### src/rtl/ctrl_pkg.sv
// ctrl_pkg: shared command/target encodings, header layout and decoder states.
// The CHK state only exists when CMD_FRAME_CHK_EN is defined.
package ctrl_pkg;
    localparam logic [1:0] CMD_KEY  = 2'b00;
    localparam logic [1:0] CMD_TEXT = 2'b01;
    localparam logic [1:0] CMD_DEST = 2'b10;
    localparam logic [1:0] CMD_HASH = 2'b11;
    localparam logic [1:0] TGT_AES  = 2'd0;
    localparam logic [1:0] TGT_SHA  = 2'd1;
    localparam logic [1:0] TGT_MEM  = 2'd2;
    localparam int HDR_CMD_HI = 7;
    localparam int HDR_CMD_LO = 6;
    localparam int HDR_TGT_HI = 5;
    localparam int HDR_TGT_LO = 4;
    typedef enum logic [2:0] {
        S_IDLE,
        S_ADDR,
`ifdef CMD_FRAME_CHK_EN
        S_CHK,
`endif
        S_DROP,
        S_HOLD
    } state_t;
endpackage

### src/rtl/frame_timeout_ctr.sv
// frame_timeout_ctr: idle-cycle counter with clear/enable; expired is high while the count sits at MAX.
module frame_timeout_ctr #(
    parameter int MAX = 64
) (
    input  logic clk,
    input  logic rst,
    input  logic clr,
    input  logic en,
    output logic expired
);
    localparam int W = (MAX < 2) ? 1 : $clog2(MAX + 1);
    localparam logic [W-1:0] LIM = W'(MAX);
    logic [W-1:0] cnt;
    assign expired = (MAX != 0) && en && (cnt == LIM);
    always_ff @(posedge clk or posedge rst) begin
        if (rst)
            cnt <= '0;
        else if (clr)
            cnt <= '0;
        else if (en && !expired && MAX != 0)
            cnt <= cnt + 1'b1;
    end
endmodule

### src/rtl/cmd_bus_decoder.sv
// cmd_bus_decoder: reassembles header + address byte frames into one transaction with one-hot ack.
// CMD_FRAME_CHK_EN adds a trailing XOR check byte per frame.
module cmd_bus_decoder
    import ctrl_pkg::*;
#(
    parameter int ADDRW   = 24,
    parameter int TIMEOUT = 64
) (
    input  logic             clk,
    input  logic             rst,
    input  logic [7:0]       data_bus_in,
    input  logic             data_bus_valid,
    output logic             bus_ready,
    output logic             txn_valid,
    input  logic             txn_ready,
    output logic [1:0]       txn_cmd,
    output logic [1:0]       txn_target,
    output logic [ADDRW-1:0] txn_addr,
    output logic [2:0]       ack_out,
    output logic             err
);
    localparam int ABYTES = ADDRW / 8;
`ifdef CMD_FRAME_CHK_EN
    localparam int DROPN = ABYTES + 1;
    localparam state_t ADDR_DONE = S_CHK;
`else
    localparam int DROPN = ABYTES;
    localparam state_t ADDR_DONE = S_HOLD;
`endif
    localparam int CW = $clog2(DROPN + 1);
    state_t state, nxt;
    logic [CW-1:0] cnt;
    logic acc, active, expired, err_n;
`ifdef CMD_FRAME_CHK_EN
    logic [7:0] chk;
`endif
    assign bus_ready = state != S_HOLD;
    assign txn_valid = state == S_HOLD;
    assign active    = state != S_IDLE && state != S_HOLD;
    // a byte landing in the cycle the timeout fires is not taken
    assign acc       = data_bus_valid && bus_ready && !expired;
    frame_timeout_ctr #(.MAX(TIMEOUT)) u_timeout (
        .clk     (clk),
        .rst     (rst),
        .clr     (acc || !active),
        .en      (active),
        .expired (expired)
    );
    always_comb begin
        nxt   = state;
        err_n = 1'b0;
        if (expired) begin
            nxt   = S_IDLE;
            err_n = 1'b1;
        end else begin
            case (state)
                S_IDLE: if (acc) nxt = (data_bus_in[HDR_TGT_HI:HDR_TGT_LO] == 2'd3) ? S_DROP : S_ADDR;
                S_ADDR: if (acc && cnt == CW'(ABYTES - 1)) nxt = ADDR_DONE;
`ifdef CMD_FRAME_CHK_EN
                S_CHK: if (acc) begin
                    nxt   = (data_bus_in == chk) ? S_HOLD : S_IDLE;
                    err_n = data_bus_in != chk;
                end
`endif
                S_DROP: if (acc && cnt == CW'(DROPN - 1)) begin
                    nxt   = S_IDLE;
                    err_n = 1'b1;
                end
                S_HOLD: if (txn_ready) nxt = S_IDLE;
                default: nxt = S_IDLE;
            endcase
        end
    end
    always_ff @(posedge clk or posedge rst) begin
        if (rst) begin
            state      <= S_IDLE;
            txn_cmd    <= '0;
            txn_target <= '0;
            txn_addr   <= '0;
            ack_out    <= '0;
            err        <= 1'b0;
            cnt        <= '0;
`ifdef CMD_FRAME_CHK_EN
            chk        <= '0;
`endif
        end else begin
            state   <= nxt;
            err     <= err_n;
            ack_out <= (txn_valid && txn_ready) ?
                       {txn_target == TGT_MEM, txn_target == TGT_SHA, txn_target == TGT_AES} : 3'b000;
            if (acc) begin
                cnt <= (state == S_IDLE) ? '0 : cnt + 1'b1;
                if (state == S_IDLE) begin
                    txn_cmd    <= data_bus_in[HDR_CMD_HI:HDR_CMD_LO];
                    txn_target <= data_bus_in[HDR_TGT_HI:HDR_TGT_LO];
                end
                if (state == S_ADDR)
                    txn_addr <= ADDRW'({txn_addr, data_bus_in});
`ifdef CMD_FRAME_CHK_EN
                chk <= (state == S_IDLE) ? data_bus_in : chk ^ data_bus_in;
`endif
            end
        end
    end
endmodule
### config.mk
export PLATFORM = sky130hd
export DESIGN_NAME = cmd_bus_decoder
export DESIGN_NICKNAME = d
export VERILOG_FILES = /design/src/rtl/ctrl_pkg.sv /design/src/rtl/frame_timeout_ctr.sv /design/src/rtl/cmd_bus_decoder.sv
export SDC_FILE = /design/constraint.sdc
export NUM_CORES = 1
export LEC_CHECK = 0
export CORE_MARGIN = 3
export CORE_UTILIZATION = 35
export DETAILED_ROUTE_END_ITERATION = 6
export SYNTH_ARGS = -nofsm -noshare
export SYNTH_HDL_FRONTEND = slang
export SYNTH_SLANG_ARGS = --single-unit
### constraint.sdc
create_clock -name clk -period 4.2 [get_ports clk]
set_input_delay 1.05 -clock clk [delete_from_list [all_inputs] [get_ports clk]]
set_output_delay 1.05 -clock clk [all_outputs]
set_load 0.03 [all_outputs]
==> results of run 1 <==
[metrics by stage]
stage / hold WS, ns / worst slack [ns] / utilization
after CTS: 0.509 / 1.41 / 0.485
final: 0.503 / 1.43 / 0.485
after floorplan: 0.485 / 2.15 / -
after global routing: 0.539 / 1.36 / 0.485
after detailed placement: 0.488 / 1.44 / 0.469
after global placement: 0.487 / 1.50 / 0.469
[synthesized netlist by cell type]
library cell and n:
dfrtp_1 43, mux2_4 20, mux2_2 9, nand2_1 8
nor2_1 8, ha_1 7, inv_1 7, o21ai_0 5
nand3_1 4, xor2_1 3, a21oi_1 2, and3_2 2
buf_12 2, nand4_1 2, nor3b_1 2, o2bb2ai_1 2
a2bb2oi_1 1, a31oi_1 1, a41oi_4 1, and4_2 1
nand2_4 1, nand2b_4 1, nand3b_1 1, nor3_1 1
nor3b_2 1, o22ai_1 1, or2b_1 1, or3_1 1
xnor2_1 1
[kinds of logic (layout without fill, tap and decap cells)]
family,count (synthesis),after routing,share of synthesized area
buffers and inverters,9,61,0.0338
AO/OA/AOI/OAI,13,13,0.0516
adder cells (fa/ha/maj),7,7,0.0446
XOR/XNOR,4,4,0.0178
multiplexers,29,29,0.204
AND/OR/NAND/NOR,34,34,0.100
flip-flops,43,43,0.548
[sequential cells by signal (all words and copies together) (netlist names)]
register and count:
u_timeout.cnt 7, txn_cmd 2, ack_out 3, txn_target 2, err 1, txn_addr 24
cnt 2, state 2
[cell type report]
cell class,instances,area (sq um)
Timing Repair Buffer,46,458
Sequential cell,43,1080
Multi-Input combinational cell,87,822
Inverter,7,26.3
Clock buffer,6,72.6
Clock inverter,2,12.5
Fill cell,495,2720
Tap cell,70,87.6
[routing by layer]
layer,global-route usage,part of all wire,routed length [um]
met5,0,0,0
met4,0.0405,0.0082,31
met3,0.0455,0.057,215
met2,0.187,0.46,1740
met1,0.174,0.47,1790
[power by group]
group	switching, mW	internal, mW
registers	0.130	0.581
clock network	0.142	0.116
logic	0.569	0.551
[path summary, 6_finish.rpt]
kind | depth (start not counted) | start | slack (ns) | to
max | 3 | state[0]$_DFFE_PP0P_ | 1.43 | bus_ready
min | 1 | txn_target[0]$_DFFE_PP0P_ | 0.50 | ack_out[2]$_DFF_PP0_
max reg2reg | 5 | state[0]$_DFFE_PP0P_ | 2.17 | txn_addr[15]$_DFFE_PP0P_
min reg2reg | 1 | txn_target[0]$_DFFE_PP0P_ | 0.50 | ack_out[2]$_DFF_PP0_
max in group asynchronous | 3 | rst | 2.47 | txn_addr[14]$_DFFE_PP0P_
min in group asynchronous | 2 | rst | 1.02 | u_timeout.cnt[5]$_DFFE_PP0P_
==> results.yml, run 1 <==
place:
  place_congestion: 0.726
  place_inst: 253
  dp_hpwl_um: 2710
  port_buffers: 45
  placed_cell_area_sq_mm: 0.00247
clocking:
  cts_root_buffer: "clkbuf_8"
  cts_hold_buf: 0
  cts.reportedPaths.clkPinSlew_ns: 0.08
  clkSinkCount: 43
  cts_tree: "done"
  clkLatencyLatePin_ns: 0.30
  clk_path_buf_depth: 2
  htreeDepth: 2
  cts-buffers-inserted: 5
  cts.repair.resized: 0
  cts_setup_buffers: 0
critical_path:
  worst-endpoint-required_ns: 3.15
  path_delay_family: "buffers and inverters"
  start_kind: "flop"
  path_max_fanout: 4
  arrival_ns: 1.72
  worst-path-buf-inv: 2
  slowest_stage: "clkdlybuf4s50_1"
  max_stage_delay_ns: 0.67
  worstSetupEndpointType: "output pin"
  crit_path_cell_trace: "ha_1 -> inv_1 -> clkdlybuf4s50_1"
  path_class: "reg -> out"
logic_synthesis:
  synth_area_sq_mm: 0.00196
  yosysTopAreaCell: "dfrtp_1"
  synth.area.top_cells: "dfrtp_1, mux2_4, mux2_2, ha_1, buf_12"
  ys_seq_elements: 43
  synth_nets: 158
  seq_area_frac_synth: 0.548
  ys_types: 29
  yosys_warnings: 0
  postSynthCellCount: 139
  synth_top_area_share: 0.548
  synth.avg_cell_area_sq_um: 14.1
cells_and_area:
  area_delta_synth_final_pct: 30.1
  final_common_cell: "clkdlybuf4s50_1"
  design_area_sq_mm: 0.00255
  final_nets: 209
  layout_common_cells: "clkdlybuf4s50_1, dfrtp_1, mux2_4"
  antennaDiodeCount: 0
  final_cells: 261
  drive_above_1_share: 0.230
global_route:
  grt_pass1_vias: 1259
  antenna_found_initial: 0
  grt_first_pass_wirelength_um: 6280
  grt_start_max_net_pins: 34
  grt-ovfl-total: 0
  grt_util_all_layers: 0.127
timing:
  final.setup.tns_ns: 0
  clock-skew-final_ns: 0.00442
  hold_violations: 0
  fmax_mhz: 361
  finalCritPeriodShare: 0.659
  rsz0062_at_grt: "no"
  setup_viol: 0
  slew_violations: 0
  slew_headroom: 0.690
  fin_crit_ns: 2.77
  worstMarginPinSlew_ns: 0.461
die:
  die_w_um: 80.9
  rows: 26
  pin_count: 46
  dieHeight_um: 80.9
  die-area_sq_mm: 0.00655
  core_area_sq_mm: 0.00527
  start_util: 0.373
routing:
  vias_per_cell: 4.71
  first_pass_iters: 3
  drc: 0
  routed_wl_um: 3780
  wl_per_cell_um: 14.5
  ant_nets: 0
  drt_iter0_drc: 57
  vias: 1230
power:
  ir_drop_mv: 0.309
  power_density_mw_per_mm2: 818
  power.total_mw: 2.09
  leakagePower_nw: 1.16
outcome:
  outcome: "completed"
worst_hold_path:
  hp-class: "reg -> reg"
flow_run:
  max_cap_viol_count: 0
(Power assumes the default switching activity.)
==> run 2, diff against run 1 <==
Clock period 4.2 ns to 2.85 ns, I/O delays scaled along.
==> results.yml, run 2 (synthesis gave the netlist of run 1 again) <==
global_route:
  grt_util_all_layers: 0.121
  grt_pass1_vias: 1291
  antenna_found_initial: 0
  grt_start_max_net_pins: 44
  grt-ovfl-total: 0
  grt_first_pass_wirelength_um: 6090
power:
  power_density_mw_per_mm2: 1210
  swShare: 0.404
  p_switching_mw: 1.25
  clkPwrFrac: 0.129
  leakagePower_nw: 1.16
  seq_power_share: 0.338
  ir_drop_mv: 0.535
  intPower_mw: 1.84
  power.share.combinational: 0.533
clocking:
  htreeDepth: 2
  cts_hold_buf: 0
  cts-buffers-inserted: 5
  cts_setup_buffers: 0
  cts_root_buffer: "clkbuf_8"
  clkLatencyLatePin_ns: 0.30
  cts_tree: "done"
  clk_path_buf_depth: 2
  clkSinkCount: 43
  cts.reportedPaths.clkPinSlew_ns: 0.08
  cts.repair.resized: 0
place:
  placed_cell_area_sq_mm: 0.00247
  port_buffers: 45
  dp_hpwl_um: 2710
  place_inst: 253
  dp_slack_ns: 0.446
  place_congestion: 0.711
timing:
  slew_violations: 0
  fin_crit_ns: 2.42
  setup_viol: 0
  final.setup.tns_ns: 0
  rsz0062_at_grt: "no"
  final.setup.worst_slack_ns: 0.427
  fmax_mhz: 413
  finalCritPeriodShare: 0.850
  worstMarginPinSlew_ns: 0.522
  slew_headroom: 0.648
  clock-skew-final_ns: 0.0108
  hold_violations: 0
cells_and_area:
  top_regs: "txn_addr: 24 flops, u_timeout.cnt: 7 flops, ack_out: 3 flops"
  regMostFlops: "txn_addr"
  final_nets: 209
  multiInputGateArea_sq_um: 822
  antennaDiodeCount: 0
  final_common_cell: "clkdlybuf4s50_1"
  seqCellArea_sq_mm: 0.00108
  final_cells: 261
  design_area_sq_mm: 0.00256
  layout_common_cells: "clkdlybuf4s50_1, dfrtp_1, mux2_4"
  fillers: 487
  area_delta_synth_final_pct: 30.5
  largest_reg_flops: 24
  drive_above_1_share: 0.236
die:
  start_util: 0.373
  pin_count: 46
  die_w_um: 80.9
  rows: 26
  core_area_sq_mm: 0.00527
  dieHeight_um: 80.9
  die-area_sq_mm: 0.00655
critical_path:
  max_stage_delay_ns: 0.67
  reg2reg_setup_slack_ns: 0.86
  worst-endpoint-required_ns: 2.14
  path_max_fanout: 4
  slowest_stage: "clkdlybuf4s50_1"
  worstSetupEndpointType: "output pin"
  r2r_cells: 5
  crit_path_cell_trace: "ha_1 -> inv_1 -> clkdlybuf4s50_1"
  path_class: "reg -> out"
  arrival_ns: 1.71
  r2r-end: "txn_addr[15]$_DFFE_PP0P_"
  r2r-start: "state[1]$_DFFE_PP0P_"
  start_kind: "flop"
outcome:
  outcome: "completed"
routing:
  first_pass_iters: 4
  ant_nets: 0
  routed_wl_um: 3670
  vias: 1249
  vias_per_cell: 4.79
  drt_iter0_drc: 42
  drc: 0
  wl_per_cell_um: 14.1
flow_run:
  max_cap_viol_count: 0
worst_hold_path:
  holdCritStartpoint: "txn_target[0]$_DFFE_PP0P_"
  hp-class: "reg -> reg"
  hold_depth: 1
  min_to: "ack_out[2]$_DFF_PP0_"
run 2: cell count changes in the layout (fill, tap and decap cells not counted):
cell	before	now
clkinv_2	1	0
clkbuf_1	1	0
clkinv_4	0	2
run 2: layout make-up:
cell class,instances,area share
Tap cell,70,0.0342
Clock inverter,3,0.00976
Inverter,7,0.0102
Multi-Input combinational cell,87,0.321
Timing Repair Buffer,46,0.179
Clock buffer,5,0.0268
Sequential cell,43,0.420
run 2: how the worst max path moves through the flow:
stage | from | endpoint | slack (ns) | depth (start not counted)
finish | state[0]$_DFFE_PP0P_ | bus_ready | 0.43 | 3
global route | state[0]$_DFFE_PP0P_ | bus_ready | 0.32 | 3
CTS | state[0]$_DFFE_PP0P_ | bus_ready | 0.40 | 3
detailed placement | data_bus_valid | txn_addr[20]$_DFFE_PP0P_ | 0.45 | 5
global placement | data_bus_valid | txn_addr[21]$_DFFE_PP0P_ | 0.49 | 5
floorplan | state[0]$_DFFE_PP0P_ | txn_addr[0]$_DFFE_PP0P_ | 0.96 | 6
run 2: stage by stage:
step	hold WS [ns]	utilization	power [mW]
floorplan	0.485	-	2.15
global placement	0.485	0.469	2.68
detailed placement	0.490	0.469	2.72
CTS	0.506	0.486	3.14
global route	0.522	0.486	3.28
finish	0.504	0.486	3.09
run 2: worst max-delay path: cells and delay by family, from the launching register on:
kind	cells	cell delay (ns)
buffers and inverters	2	0.75
flip-flops	1	0.41
adder cells (fa/ha/maj)	1	0.26
run 2: power groups by stage:
stage / sequential, mW / clock (mW) / combinational [mW]
global placement: 1.05 / 0 / 1.64
finish: 1.04 / 0.400 / 1.65
detailed placement: 1.06 / 0 / 1.66
global route: 1.09 / 0.443 / 1.75
floorplan: 1.43 / 0 / 0.723
CTS: 1.05 / 0.420 / 1.67
run 2: metal layers:
layer	wire length [um]	vias to the layer above	share of wire	global-route usage
met3	236	5	0.064	0.0466
met4	36	0	0.0098	0.0304
met1	1600	627	0.44	0.146
li1	-	584	-	-
met5	0	-	0	0
met2	1800	33	0.49	0.204
